[config.mk]
export PLATFORM = sky130hd
export DESIGN_NAME = fp_conv_sched
export DESIGN_NICKNAME = d
export VERILOG_FILES = /design/src/rtl/fp_conv_pkg.sv /design/src/rtl/fp_rr_arbiter.sv /design/src/rtl/fp_conv_sched.sv
export SDC_FILE = /design/constraint.sdc
export NUM_CORES = 1
export LEC_CHECK = 0
export CORE_ASPECT_RATIO = 1.75
export CORE_UTILIZATION = 52
export CTS_CLUSTER_DIAMETER = 200
export DETAILED_ROUTE_END_ITERATION = 8
export MAX_ROUTING_LAYER = met4
export PLACE_DENSITY = 0.82
export SETUP_SLACK_MARGIN = 0.15
export SYNTH_ARGS = -nofsm -noshare
export SYNTH_HDL_FRONTEND = slang
export SYNTH_SLANG_ARGS = --single-unit
[constraint.sdc]
create_clock -name clk -period 4.4 [get_ports clk]
set_input_delay 0.66 -clock clk [delete_from_list [all_inputs] [get_ports clk]]
set_output_delay 0.66 -clock clk [all_outputs]
set_load 0.02 [all_outputs]
[src/rtl/fp_conv_pkg.sv]
// rtl/fp_conv_pkg.sv - shared widths, limits and FSM states for the 12-bit to mini-float converter
package fp_conv_pkg;

  localparam int DATA_W = 12;
  localparam int EXP_W  = 3;
  localparam int SIG_W  = 4;

  localparam logic [EXP_W-1:0] EXP_MAX = 3'd7;
  localparam logic [SIG_W-1:0] SIG_MAX = 4'hF;

  typedef enum logic [1:0] {
    IDLE,
    ENC,
    RND,
    OUT
  } state_t;

endpackage

[src/rtl/fp_rr_arbiter.sv]
// rtl/fp_rr_arbiter.sv - round-robin one-hot grant starting the search at ptr, wrapping
module fp_rr_arbiter #(
  parameter int NUM_REQ = 4,
  parameter int ID_W    = 2
) (
  input  logic [NUM_REQ-1:0] req,
  input  logic [ID_W-1:0]    ptr,
  input  logic               en,
  output logic [NUM_REQ-1:0] gnt,
  output logic [ID_W-1:0]    gnt_id
);

  logic [ID_W:0]   sum;
  logic [ID_W-1:0] idx;

  // Scan from the farthest offset down so the nearest requester at/after ptr wins.
  always_comb begin
    gnt    = '0;
    gnt_id = '0;
    sum    = '0;
    idx    = '0;
    if (en) begin
      for (int i = NUM_REQ - 1; i >= 0; i--) begin
        sum = {1'b0, ptr} + (ID_W + 1)'(i);
        if (sum >= (ID_W + 1)'(NUM_REQ)) begin
          sum = sum - (ID_W + 1)'(NUM_REQ);
        end
        idx = sum[ID_W-1:0];
        if (req[idx]) begin
          gnt      = '0;
          gnt[idx] = 1'b1;
          gnt_id   = idx;
        end
      end
    end
  end

endmodule

[src/rtl/fp_conv_sched.sv]
// rtl/fp_conv_sched.sv - shared 12-bit two's-complement to sign/exp3/sig4 converter with round-robin requesters
// Optional FP_CONV_OVF_FLAG_EN adds the registered out_ovf saturation flag.
module fp_conv_sched
  import fp_conv_pkg::*;
#(
  parameter int NUM_REQ = 4,
  parameter int ID_W    = 2
) (
  input  logic                      clk,
  input  logic                      rst,
  input  logic [NUM_REQ-1:0]        req_valid,
  input  logic [NUM_REQ*DATA_W-1:0] req_data,
  output logic [NUM_REQ-1:0]        req_ready,
  output logic                      out_valid,
  input  logic                      out_ready,
  output logic                      out_sign,
  output logic [EXP_W-1:0]          out_exp,
  output logic [SIG_W-1:0]          out_sig,
  output logic [ID_W-1:0]           out_id
`ifdef FP_CONV_OVF_FLAG_EN
  ,
  output logic                      out_ovf
`endif
);

  state_t              state_q, state_d;
  logic [ID_W-1:0]     ptr_q;
  logic [DATA_W-1:0]   data_q;
  logic [ID_W-1:0]     id_q;
  logic                sign_q;
  logic [EXP_W-1:0]    exp_q;
  logic [SIG_W-1:0]    sig_q;
  logic                fifth_q;
  logic                sat_q;

  logic [NUM_REQ-1:0]  gnt;
  logic [ID_W-1:0]     gnt_id;
  logic                hs;

  logic [DATA_W-1:0]   mag;
  logic [3:0]          lead;
  logic [10:0]         shifted;
  logic [EXP_W-1:0]    enc_exp;
  logic [SIG_W-1:0]    enc_sig;
  logic                enc_fifth;
  logic                enc_sat;

  logic [SIG_W:0]      rnd_sum;
  logic                rnd_sat;
  logic [EXP_W-1:0]    rnd_exp;
  logic [SIG_W-1:0]    rnd_sig;

  fp_rr_arbiter #(
    .NUM_REQ (NUM_REQ),
    .ID_W    (ID_W)
  ) u_arb (
    .req    (req_valid),
    .ptr    (ptr_q),
    .en     (state_q == IDLE),
    .gnt    (gnt),
    .gnt_id (gnt_id)
  );

  assign req_ready = gnt;
  assign hs        = |(req_valid & gnt);

  // Sign-magnitude plus leading-one encode; 12'h800 has no positive 12-bit magnitude.
  always_comb begin
    mag       = data_q[DATA_W-1] ? (~data_q + 12'd1) : data_q;
    enc_sat   = (mag == 12'h800);
    lead      = '0;
    for (int b = 0; b <= 10; b++) begin
      if (mag[b]) lead = 4'(b);
    end
    shifted   = mag[10:0] >> (lead - 4'd4);
    enc_exp   = '0;
    enc_sig   = mag[SIG_W-1:0];
    enc_fifth = 1'b0;
    if (lead >= 4'd4) begin
      enc_exp   = 3'(lead - 4'd3);
      enc_sig   = shifted[4:1];
      enc_fifth = shifted[0];
    end
  end

  always_comb begin
    rnd_sum = {1'b0, sig_q} + 5'(fifth_q);
    rnd_sat = sat_q | (rnd_sum[SIG_W] & (exp_q == EXP_MAX));
    rnd_exp = exp_q;
    rnd_sig = rnd_sum[SIG_W-1:0];
    if (rnd_sat) begin
      rnd_exp = EXP_MAX;
      rnd_sig = SIG_MAX;
    end else if (rnd_sum[SIG_W]) begin
      rnd_exp = exp_q + 3'd1;
      rnd_sig = 4'b1000;
    end
  end

  always_comb begin
    state_d   = state_q;
    out_valid = 1'b0;
    case (state_q)
      IDLE: if (hs) state_d = ENC;
      ENC:  state_d = RND;
      RND:  state_d = OUT;
      OUT: begin
        out_valid = 1'b1;
        if (out_ready) state_d = IDLE;
      end
      default: state_d = IDLE;
    endcase
  end

  always_ff @(posedge clk) begin
    if (rst) begin
      state_q  <= IDLE;
      ptr_q    <= '0;
      data_q   <= '0;
      id_q     <= '0;
      sign_q   <= 1'b0;
      exp_q    <= '0;
      sig_q    <= '0;
      fifth_q  <= 1'b0;
      sat_q    <= 1'b0;
      out_sign <= 1'b0;
      out_exp  <= '0;
      out_sig  <= '0;
      out_id   <= '0;
    end else begin
      state_q <= state_d;
      case (state_q)
        IDLE: if (hs) begin
          data_q <= req_data[DATA_W*int'(gnt_id) +: DATA_W];
          id_q   <= gnt_id;
          ptr_q  <= (gnt_id == ID_W'(NUM_REQ - 1)) ? '0 : gnt_id + 1'b1;
        end
        ENC: begin
          sign_q  <= data_q[DATA_W-1];
          exp_q   <= enc_exp;
          sig_q   <= enc_sig;
          fifth_q <= enc_fifth;
          sat_q   <= enc_sat;
        end
        RND: begin
          out_sign <= sign_q;
          out_exp  <= rnd_exp;
          out_sig  <= rnd_sig;
          out_id   <= id_q;
        end
        default: ;
      endcase
    end
  end

`ifdef FP_CONV_OVF_FLAG_EN
  always_ff @(posedge clk) begin
    if (rst) begin
      out_ovf <= 1'b0;
    end else if (state_q == RND) begin
      out_ovf <= rnd_sat;
    end
  end
`else
  // Saturation is visible only as exp=7/sig=15.
`endif

endmodule

==> results.sh <==
export IMPL_status="finished clean"
export IMPL_stdcell_area_um2=4090
export IMPL_grt_overflow=0
export IMPL_worst_pin_slew_ns=0.668
export IMPL_cts_setup_buffers=0
export IMPL_maxCapViolCount=0
export IMPL_diodes=0
export IMPL_dp_hpwl_um=6250
export IMPL_layout_cells_non_filler=517
export IMPL_hp_class="reg2reg"
export IMPL_wl_per_cell_um=15.4
export IMPL_fin_util=0.666
export IMPL_rr_worst_depth=11
export IMPL_ys_flop_type="dfxtp_1"
export IMPL_postCtsResizedCells=0
export IMPL_crit_type="in2out"
export IMPL_r2r_end="sig_q[1]"
export IMPL_synth_edf_count=0
export IMPL_period_needed_ns=4.01
export IMPL_dp_cells=509
export IMPL_pwr_share_comb=0.713
export IMPL_crit_path_end_kind="primary output"
export IMPL_cp_max_fo=10
export IMPL_vias=3106
export IMPL_hold_viol_final=0
export IMPL_cts_sinks=38
export IMPL_async_reset_ff_frac=0
export IMPL_die_area_um2=6650
export IMPL_final_max_slew_violation_count=0
export IMPL_relSlewSlack=0.551
export IMPL_die_h_um=107
export IMPL_worstHoldStart="id_q[0]"
export IMPL_netlist_instances=380
export IMPL_cts_max_level=2
export IMPL_ant_nets=0
export IMPL_port_buffers=69
export IMPL_p_per_area_nw_per_um2=678
export IMPL_postCtsHoldBufs=0
export IMPL_avgSynthCellArea_um2=8.64
export IMPL_setup_viol=0
export IMPL_drc_errors=0
export IMPL_antenna_found_initial=0
export IMPL_cts_made_buffers=5
export IMPL_grt_max_degree=40
export IMPL_finalPower_mw=2.77
export IMPL_ir_worst_vdd_uv=362
export IMPL_nets=511
export IMPL_start_util=0.535
export IMPL_drt_pass1_iter_count=7
export IMPL_ys_seq_area_frac=0.232
export IMPL_finalCritPeriodShare=0.912
export IMPL_tns_ns=0
export IMPL_p_sw_frac=0.479
export IMPL_die_x_um=62.1
export IMPL_num_io_pins=70
export IMPL_critPathLaunchType="input pin"
export IMPL_pwr_share_seq=0.194
export IMPL_p_int_mw=1.44
export IMPL_worst_slack_ns=0.388
export IMPL_avgViaCountPerCell=6.01
export IMPL_area_growth_pct=24.4
export IMPL_cts_path_max_buffers=2
export IMPL_arrival_ns=3.35
export IMPL_power_switching_mw=1.33
export IMPL_clk_pin_slew_ns=0.08
export IMPL_final_cell_mix="clkdlybuf4s50_1 (69), nor2_1 (50), dfxtp_1 (38), mux2i_1 (27)"
export IMPL_drive_gt1_frac=0.0938
export IMPL_cts_tree="yes"
export IMPL_core_um2=6130
export IMPL_dp_slack_ns=0.425
export IMPL_yosysWarnings=0
export IMPL_clkPwrFrac=0.093
export IMPL_hold_path_end="id_q[0]"
export IMPL_rrSetupSlack_ns=0.52
export IMPL_clock_skew_ns=0.00782
export IMPL_cp_required_ns=3.74
export IMPL_clock_fmax_ghz=0.249
export IMPL_ys_ff_latch=38
export IMPL_yosysUniqueCellTypes=61
export IMPL_syn_num_nets=455
export IMPL_holdPathStages=2
export IMPL_drt_initial_drc_count=174
export IMPL_grt_pass1_wl_um=13400
export IMPL_layout_commonest_cell="clkdlybuf4s50_1"
export IMPL_post_dp_cell_area_um2=3990
export IMPL_fin_hold_ws_ns=0.486
export IMPL_placementRows=38
export IMPL_gp_congestion=0.999
export IMPL_cts_root_buf="clkbuf_8"
export IMPL_clk_latency_ns=0.30
export IMPL_grt_usage=0.270
export IMPL_r2r_start="data_q[2]"
export IMPL_grt_pass1_vias=3065
export IMPL_syn_area_um2=3280
export IMPL_leakagePower_nw=1.58
export IMPL_wirelength_um=7970
export IMPL_rsz0062_at_grt="no"
metal layers:
metal,part of all wire,track usage
met1,0.36,0.276
met5,0,-
met3,0.036,0.0507
met4,0.031,0.130
met2,0.57,0.469
cell type report:
cell class	count	area [µm²]
clock inverters	2	12.5
inverters	19	71.3
clock buffers	6	82.6
fillers	504	2050
well taps	80	100
repair buffers	76	743
multi-input cells	296	2320
flip-flops and latches	38	761
cell usage after synthesis (3+ instances only):
cell type,count,area (µm²)
o21ai_0,13,65.1
dfxtp_1,38,761
clkbuf_1,14,52.6
nand3_1,12,60.1
ha_1,20,250
a211o_1,4,35.0
buf_6,3,33.8
a31oi_1,5,31.3
a221oi_1,5,43.8
mux4_2,16,360
nor4_1,3,18.8
a21oi_1,19,95.1
or3b_2,3,26.3
a21o_1,3,22.5
buf_2,6,30.0
inv_1,19,71.3
o22ai_1,5,31.3
nand2_1,20,75.1
mux2i_1,27,270
xor2_1,7,61.3
a211oi_1,17,128
nand2b_1,8,50.1
nor2_1,50,188
a22oi_1,4,30.0
nor2b_1,6,37.5
xnor2_1,7,61.3
power groups by stage:
stage / logic [mW] / registers (mW) / clock network (mW)
5_1_grt: 2.18 / 0.553 / 0.276
2_1_floorplan: 1.53 / 0.540 / 0
4_1_cts: 1.96 / 0.535 / 0.266
6_report: 1.98 / 0.537 / 0.258
3_3_place_gp: 1.91 / 0.536 / 0
3_5_place_dp: 1.96 / 0.542 / 0
state kept, by name (all words and copies together), names as in the netlist:
register,flops
out_sign,1
sat_q,1
exp_q,3
out_sig,4
ptr_q,2
state_q,2
fifth_q,1
out_id,2
id_q,2
out_exp,3
data_q,12
sign_q,1
sig_q,4
worst max-delay path, cell delays in order:
cell	delay (ns)
clkdlybuf4s50_1	0.56
mux4_2	0.59
nor2b_1	0.29
a221oi_1	0.17
a211o_1	0.29
a21oi_1	0.17
clkdlybuf4s50_1	0.62
how the worst max path moves through the flow:
| stage | start | endpoint | depth (start not counted) |
|---|---|---|---|
| after floorplan | ptr_q[0] | data_q[6] | 12 |
| after global placement | req_valid[2] | req_ready[3] | 7 |
| after detailed placement | req_valid[2] | req_ready[2] | 7 |
| after CTS | req_valid[2] | req_ready[2] | 7 |
| after global routing | data_q[0] | sig_q[1] | 13 |
| final | req_valid[2] | req_ready[2] | 7 |
cells by family (layout without fill, tap and decap cells):
family          after synthesis  after routing  synth area share
buf+inv                      46            103            0.0632
simple gates                116            116             0.173
flops                        38             38             0.232
xor+xnor                     15             15            0.0423
fa+ha+maj                    20             20            0.0762
compound gates              101            101             0.219
mux                          44             44             0.195
(Power assumes the default switching activity.)
